$ cat src/rtl/ncc_scan_ctrl.sv
// ncc_scan_ctrl
// Sequencer for the NCC window-match datapath. It streams a WIN_H x WIN_W
// pixel window into the per-row BRAMs. It then walks every descriptor
// placement, issuing one column read per cycle to the accumulator.
// Optional feature macro: NCC_SCAN_STALL_CNT_EN adds the stall_cnt output.
module ncc_scan_ctrl #(
  parameter int WIN_W  = 80,
  parameter int WIN_H  = 16,
  parameter int DESC_W = 16,
  parameter int DESC_H = 16
) (
  input  logic                      clk,
  input  logic                      rst,
  input  logic                      start,
  input  logic                      skip_load,
  input  logic                      pix_valid,
  input  logic [7:0]                pix_data,
  output logic                      pix_ready,
  output logic                      wr_en,
  output logic [$clog2(WIN_H)-1:0]  wr_row,
  output logic [$clog2(WIN_W)-1:0]  wr_col,
  output logic [7:0]                wr_data,
  input  logic                      acc_ready,
  output logic                      rd_en,
  output logic [$clog2(WIN_W)-1:0]  rd_col,
  output logic [$clog2(WIN_H)-1:0]  rd_row_base,
  output logic [$clog2(DESC_W)-1:0] desc_col,
  output logic [$clog2(WIN_W)-1:0]  pos_x,
  output logic [$clog2(WIN_H)-1:0]  pos_y,
  output logic                      pos_first,
  output logic                      pos_last,
  output logic                      busy,
  output logic                      done
`ifdef NCC_SCAN_STALL_CNT_EN
  ,
  output logic [31:0]               stall_cnt
`endif
);

  localparam int WW = $clog2(WIN_W);
  localparam int HW = $clog2(WIN_H);
  localparam int CW = $clog2(DESC_W);

  localparam logic [WW-1:0] COL_LAST = WW'(WIN_W - 1);
  localparam logic [HW-1:0] ROW_LAST = HW'(WIN_H - 1);
  localparam logic [CW-1:0] C_LAST   = CW'(DESC_W - 1);
  localparam logic [WW-1:0] X_LAST   = WW'(WIN_W - DESC_W);
  localparam logic [HW-1:0] Y_LAST   = HW'(WIN_H - DESC_H);

  typedef enum logic [1:0] {
    IDLE = 2'd0,
    LOAD = 2'd1,
    SCAN = 2'd2,
    DONE = 2'd3
  } state_t;

  state_t          state_r;
  state_t          state_nxt;
  logic [HW-1:0]   row_r;
  logic [WW-1:0]   col_r;
  logic [CW-1:0]   c_r;
  logic [WW-1:0]   x_r;
  logic [HW-1:0]   y_r;
  logic            load_last;
  logic            scan_last;

  assign load_last = pix_valid && (row_r == ROW_LAST) && (col_r == COL_LAST);
  assign scan_last = acc_ready && (c_r == C_LAST) && (x_r == X_LAST) && (y_r == Y_LAST);

  // Next-state decode and combinational outputs driven from the counters.
  always_comb begin
    state_nxt   = state_r;
    pix_ready   = 1'b0;
    wr_en       = 1'b0;
    wr_row      = row_r;
    wr_col      = col_r;
    wr_data     = pix_data;
    rd_en       = 1'b0;
    rd_col      = x_r + WW'(c_r);
    rd_row_base = y_r;
    desc_col    = c_r;
    pos_x       = x_r;
    pos_y       = y_r;
    pos_first   = 1'b0;
    pos_last    = 1'b0;
    done        = 1'b0;
    busy        = (state_r != IDLE);
    case (state_r)
      IDLE: begin
        if (start) begin
          state_nxt = skip_load ? SCAN : LOAD;
        end else begin
          state_nxt = IDLE;
        end
      end
      LOAD: begin
        pix_ready = 1'b1;
        wr_en     = pix_valid;
        if (load_last) begin
          state_nxt = SCAN;
        end else begin
          state_nxt = LOAD;
        end
      end
      SCAN: begin
        rd_en     = acc_ready;
        pos_first = acc_ready && (c_r == '0);
        pos_last  = acc_ready && (c_r == C_LAST);
        if (scan_last) begin
          state_nxt = DONE;
        end else begin
          state_nxt = SCAN;
        end
      end
      DONE: begin
        done      = 1'b1;
        state_nxt = IDLE;
      end
      default: begin
        state_nxt = IDLE;
      end
    endcase
  end

  // State register; a synchronous reset aborts any job immediately.
  always_ff @(posedge clk) begin
    if (rst) begin
      state_r <= IDLE;
    end else begin
      state_r <= state_nxt;
    end
  end

  // Load raster counters and scan placement counters (c fastest, then x, then y).
  always_ff @(posedge clk) begin
    if (rst) begin
      row_r <= '0;
      col_r <= '0;
      c_r   <= '0;
      x_r   <= '0;
      y_r   <= '0;
    end else begin
      case (state_r)
        LOAD: begin
          if (pix_valid) begin
            if (col_r == COL_LAST) begin
              col_r <= '0;
              row_r <= (row_r == ROW_LAST) ? '0 : row_r + 1'b1;
            end else begin
              col_r <= col_r + 1'b1;
            end
          end
        end
        SCAN: begin
          if (acc_ready) begin
            if (c_r == C_LAST) begin
              c_r <= '0;
              if (x_r == X_LAST) begin
                x_r <= '0;
                y_r <= (y_r == Y_LAST) ? '0 : y_r + 1'b1;
              end else begin
                x_r <= x_r + 1'b1;
              end
            end else begin
              c_r <= c_r + 1'b1;
            end
          end
        end
        default: begin
          // IDLE and DONE park every counter at zero so each job starts clean.
          row_r <= '0;
          col_r <= '0;
          c_r   <= '0;
          x_r   <= '0;
          y_r   <= '0;
        end
      endcase
    end
  end

`ifdef NCC_SCAN_STALL_CNT_EN
  // Saturating count of SCAN cycles lost to accumulator back-pressure.
  always_ff @(posedge clk) begin
    if (rst) begin
      stall_cnt <= 32'd0;
    end else if ((state_r == IDLE) && start) begin
      stall_cnt <= 32'd0;
    end else if ((state_r == SCAN) && !acc_ready && (stall_cnt != 32'hFFFF_FFFF)) begin
      stall_cnt <= stall_cnt + 32'd1;
    end
  end
`endif

endmodule

$ cat config.mk
export PLATFORM = sky130hd
export DESIGN_NAME = ncc_scan_ctrl
export DESIGN_NICKNAME = d
export VERILOG_FILES = /design/src/rtl/ncc_scan_ctrl.sv
export SDC_FILE = /design/constraint.sdc
export NUM_CORES = 1
export LEC_CHECK = 0
export CORE_MARGIN = 2
export CORE_UTILIZATION = 25
export CTS_BUF_LIST = sky130_fd_sc_hd__clkbuf_16
export DETAILED_ROUTE_END_ITERATION = 16
export GPL_TIMING_DRIVEN = 0
export PLACE_DENSITY_LB_ADDON = 0.25
export SLEW_MARGIN = 25
export SYNTH_ARGS = -nofsm -noshare
export SYNTH_HDL_FRONTEND = slang
export SYNTH_SLANG_ARGS = --single-unit
$ cat constraint.sdc
create_clock -name clk -period 3.3 [get_ports clk]
set_clock_uncertainty 0.2 [all_clocks]
set_input_delay 0.33 -clock clk [delete_from_list [all_inputs] [get_ports clk]]
set_output_delay 0.33 -clock clk [all_outputs]
set_load 0.05 [all_outputs]
==> results.ini <==
[status]
outcome=completed

[clock_tree]
clk_path_buf_depth=2
holdBufCountCts=0
htreeDepth=1
cts_root_buffer=clkbuf_16
cts_num_sinks=28
clock_latency_ns=0.26
cts_resized=1
cts.clk_slew.worst_paths_ns=0.07
cts-buffers-inserted=3
cts_tree=built
post_cts_buffers=0

[detailed_routing]
first_iter_violations=62
routed_wl_mm=5.21
post_drt_wl_per_cell_um=13.6
first_pass_iters=4
viasPerCell=4.74
num_vias=1810
drc=0
antenna_left=0

[finish]
insertedDiodeCount=0
drive_gt1_share_pct=11.0
syn_to_final_growth_pct=43.5
layout.nets=311

[setup_path]
cp_slowest_cell=dlygate4sd2_1
worstPathRequired_ns=2.77
path_cells=ha_1, inv_1, fa_1, nor2b_1, o21ai_0, a21oi_1, xor2_1, dlygate4sd2_1
cpPeakStageDelay_ns=0.55
worst_r2r_path_depth=5
setup.worst_path.start=desc_col[0]
arrival_ns=2.57
worstSetupPathType=reg2out
worstReg2RegStart=desc_col[0]
r2r_slack_ns=0.94
startpoint_type=register
endpoint=rd_col[6]
crit_path_end_kind=primary output
reg2reg_to=pos_y[0]
cp_max_fo=7

[sta]
drv_slew=0
rsz0062_at_grt=no
worst_pin_slew_ns=0.660
fmax_mhz=323
hold_viol=0
fin_crit_ns=3.10
finalSetupViolCount=0
period_share_pct=93.8
fin_tns_setup_ns=0
max_slew_margin_pct=56.0

[power_and_ir_drop]
seq_power_share_pct=40.2
p_switching_mw=0.232
p_clk_share_pct=41.7
power_density_mw_per_mm2=330
vdd.ir_drop.worst_uv=164
swShare_pct=26.6
power_leakage_nw=1.01
fin_total_pwr_mw=0.871
p_int_mw=0.639
combPwrFrac_pct=18.1

[synthesis]
synth_area_leaders=dfxtp_1, ha_1, buf_4
synth.distinct_cells=52
synthCells=222
synth_top_area_share_pct=30.5
syn-cell-area_mm2=0.00184
synth-edff-count=0
synth-async-reset-ratio_pct=0
yosysTopAreaCell=dfxtp_1
synth-seq-cells=28
ys_warn_count=0
yosysMostFrequentCell=dfxtp_1
ys.flop_type=dfxtp_1
synthTopCellsByCount=dfxtp_1, a21oi_1, nor2_1
avgSynthCellArea_um2=8.29
ys_seq_area_share_pct=30.5
synth_nets=249

[run]
maxCapViolations=0

[global_route]
antenna_found_initial=0
grt_util_all_layers_pct=13.4
first_global_vias=1835
grt_start_max_net_pins=17
overflow=0
grt_pass1_wl_mm=8.98

[placed_design]
io_buffers=57
place.gp.congestion=0.774
dp_hpwl_mm=3.94

[floorplan]
rows=31
die_y_um=89.8
io-pin-count=66
dieWidth_um=89.8
start_util_pct=25.6
core-area_mm2=0.00718
die-area_mm2=0.00806

[worst_hold_path]
hp-start=wr_col[0]
hold_path.class=reg2reg

## metrics by stage
| stage | hold WS [ns] | instances | setup WS (ns) | instance area [um^2] | utilization [%] |
|---|---|---|---|---|---|
| global placement | 0.291 | 378 | 0.237 | 2530 | 35.3 |
| floorplan | 0.301 | 222 | 0.221 | 1840 | - |
| global route | 0.331 | 382 | 0.0742 | 2640 | 36.8 |
| finish | 0.302 | 382 | 0.204 | 2640 | 36.8 |
| CTS | 0.306 | 382 | 0.000635 | 2640 | 36.8 |
| detailed placement | 0.296 | 378 | 0.215 | 2530 | 35.3 |
## flip-flops by register name, summed over array words and instances, names as in the netlist
name / cells
pos_x: 7
wr_col: 7
desc_col: 4
pos_y: 4
wr_row: 4
state_r: 2
## worst min path at each step
stage | slack [ns] | endpoint | depth (start not counted)
floorplan | 0.30 | wr_col[2] | 2
global placement | 0.29 | wr_col[0] | 2
detailed placement | 0.30 | wr_row[3] | 1
CTS | 0.31 | wr_row[3] | 1
global route | 0.33 | wr_row[3] | 1
finish | 0.30 | wr_col[0] | 2
## cell families after synthesis
group                      share of synthesized area [%]
xor gates and xnor gates                            5.71
buffers and inverters                               9.31
DFF                                                 30.5
and+or+nand+nor                                     24.1
AOI/OAI and AO/OA                                   19.6
muxes                                               1.63
adders and majority gates                           9.25
## per-layer routing
layer,vias up,track usage (%),wire [um]
met2,57,21.0,2330
met5,-,0,0
li1,908,-,-
met3,4,2.93,340
met4,0,3.97,43
met1,841,18.4,2500
## final cells by class
| class | instances | area, um^2 |
|---|---|---|
| inverters | 15 | 56.3 |
| plain buffers | 17 | 115 |
| clock buffers | 3 | 75.1 |
| multi-input cells | 162 | 1110 |
| fillers | 757 | 4530 |
| repair buffers | 57 | 572 |
| flip-flops and latches | 28 | 561 |
| well taps | 99 | 124 |
| clock inverters | 1 | 30.0 |
## power groups by stage
stage | Sequential, mW | Combinational [mW] | Clock [mW]
2_1_floorplan | 0.365 | 0.0983 | 0
4_1_cts | 0.350 | 0.159 | 0.374
3_3_place_gp | 0.358 | 0.158 | 0
6_report | 0.350 | 0.157 | 0.363
5_1_grt | 0.352 | 0.169 | 0.387
3_5_place_dp | 0.358 | 0.158 | 0
## cell usage in the layout, fill, tap and decap left out, types with 2 or more instances in the layout
cell type	count
clkbuf_16	3
and2_1	2
a21oi_1	19
ha_1	12
xnor2_1	8
mux2i_1	3
o211ai_1	4
nand3_1	5
clkbuf_1	2
nor3_1	3
nor2_1	19
dfxtp_1	28
buf_2	2
nand2_1	11
a22oi_1	2
buf_4	13
xor2_1	4
clkdlybuf4s50_1	55
nor2b_1	3
o21ai_0	14
or3_1	4
a2111oi_2	2
or4_1	2
o22a_1	2
nand2b_1	3
nand4_1	5
nand3b_1	2
a211oi_1	2
and3_1	4
nor3b_1	5
inv_1	14
## worst max-delay path, delay by kind of cell, from the launching register on
kind / cells / cell delay, ns
flops: 1 / 0.47
fa+ha+maj: 2 / 0.61
simple gates: 1 / 0.13
xor+xnor: 1 / 0.16
buf+inv: 2 / 0.60
compound gates: 2 / 0.33
Power figures use the tool's default switching activity.
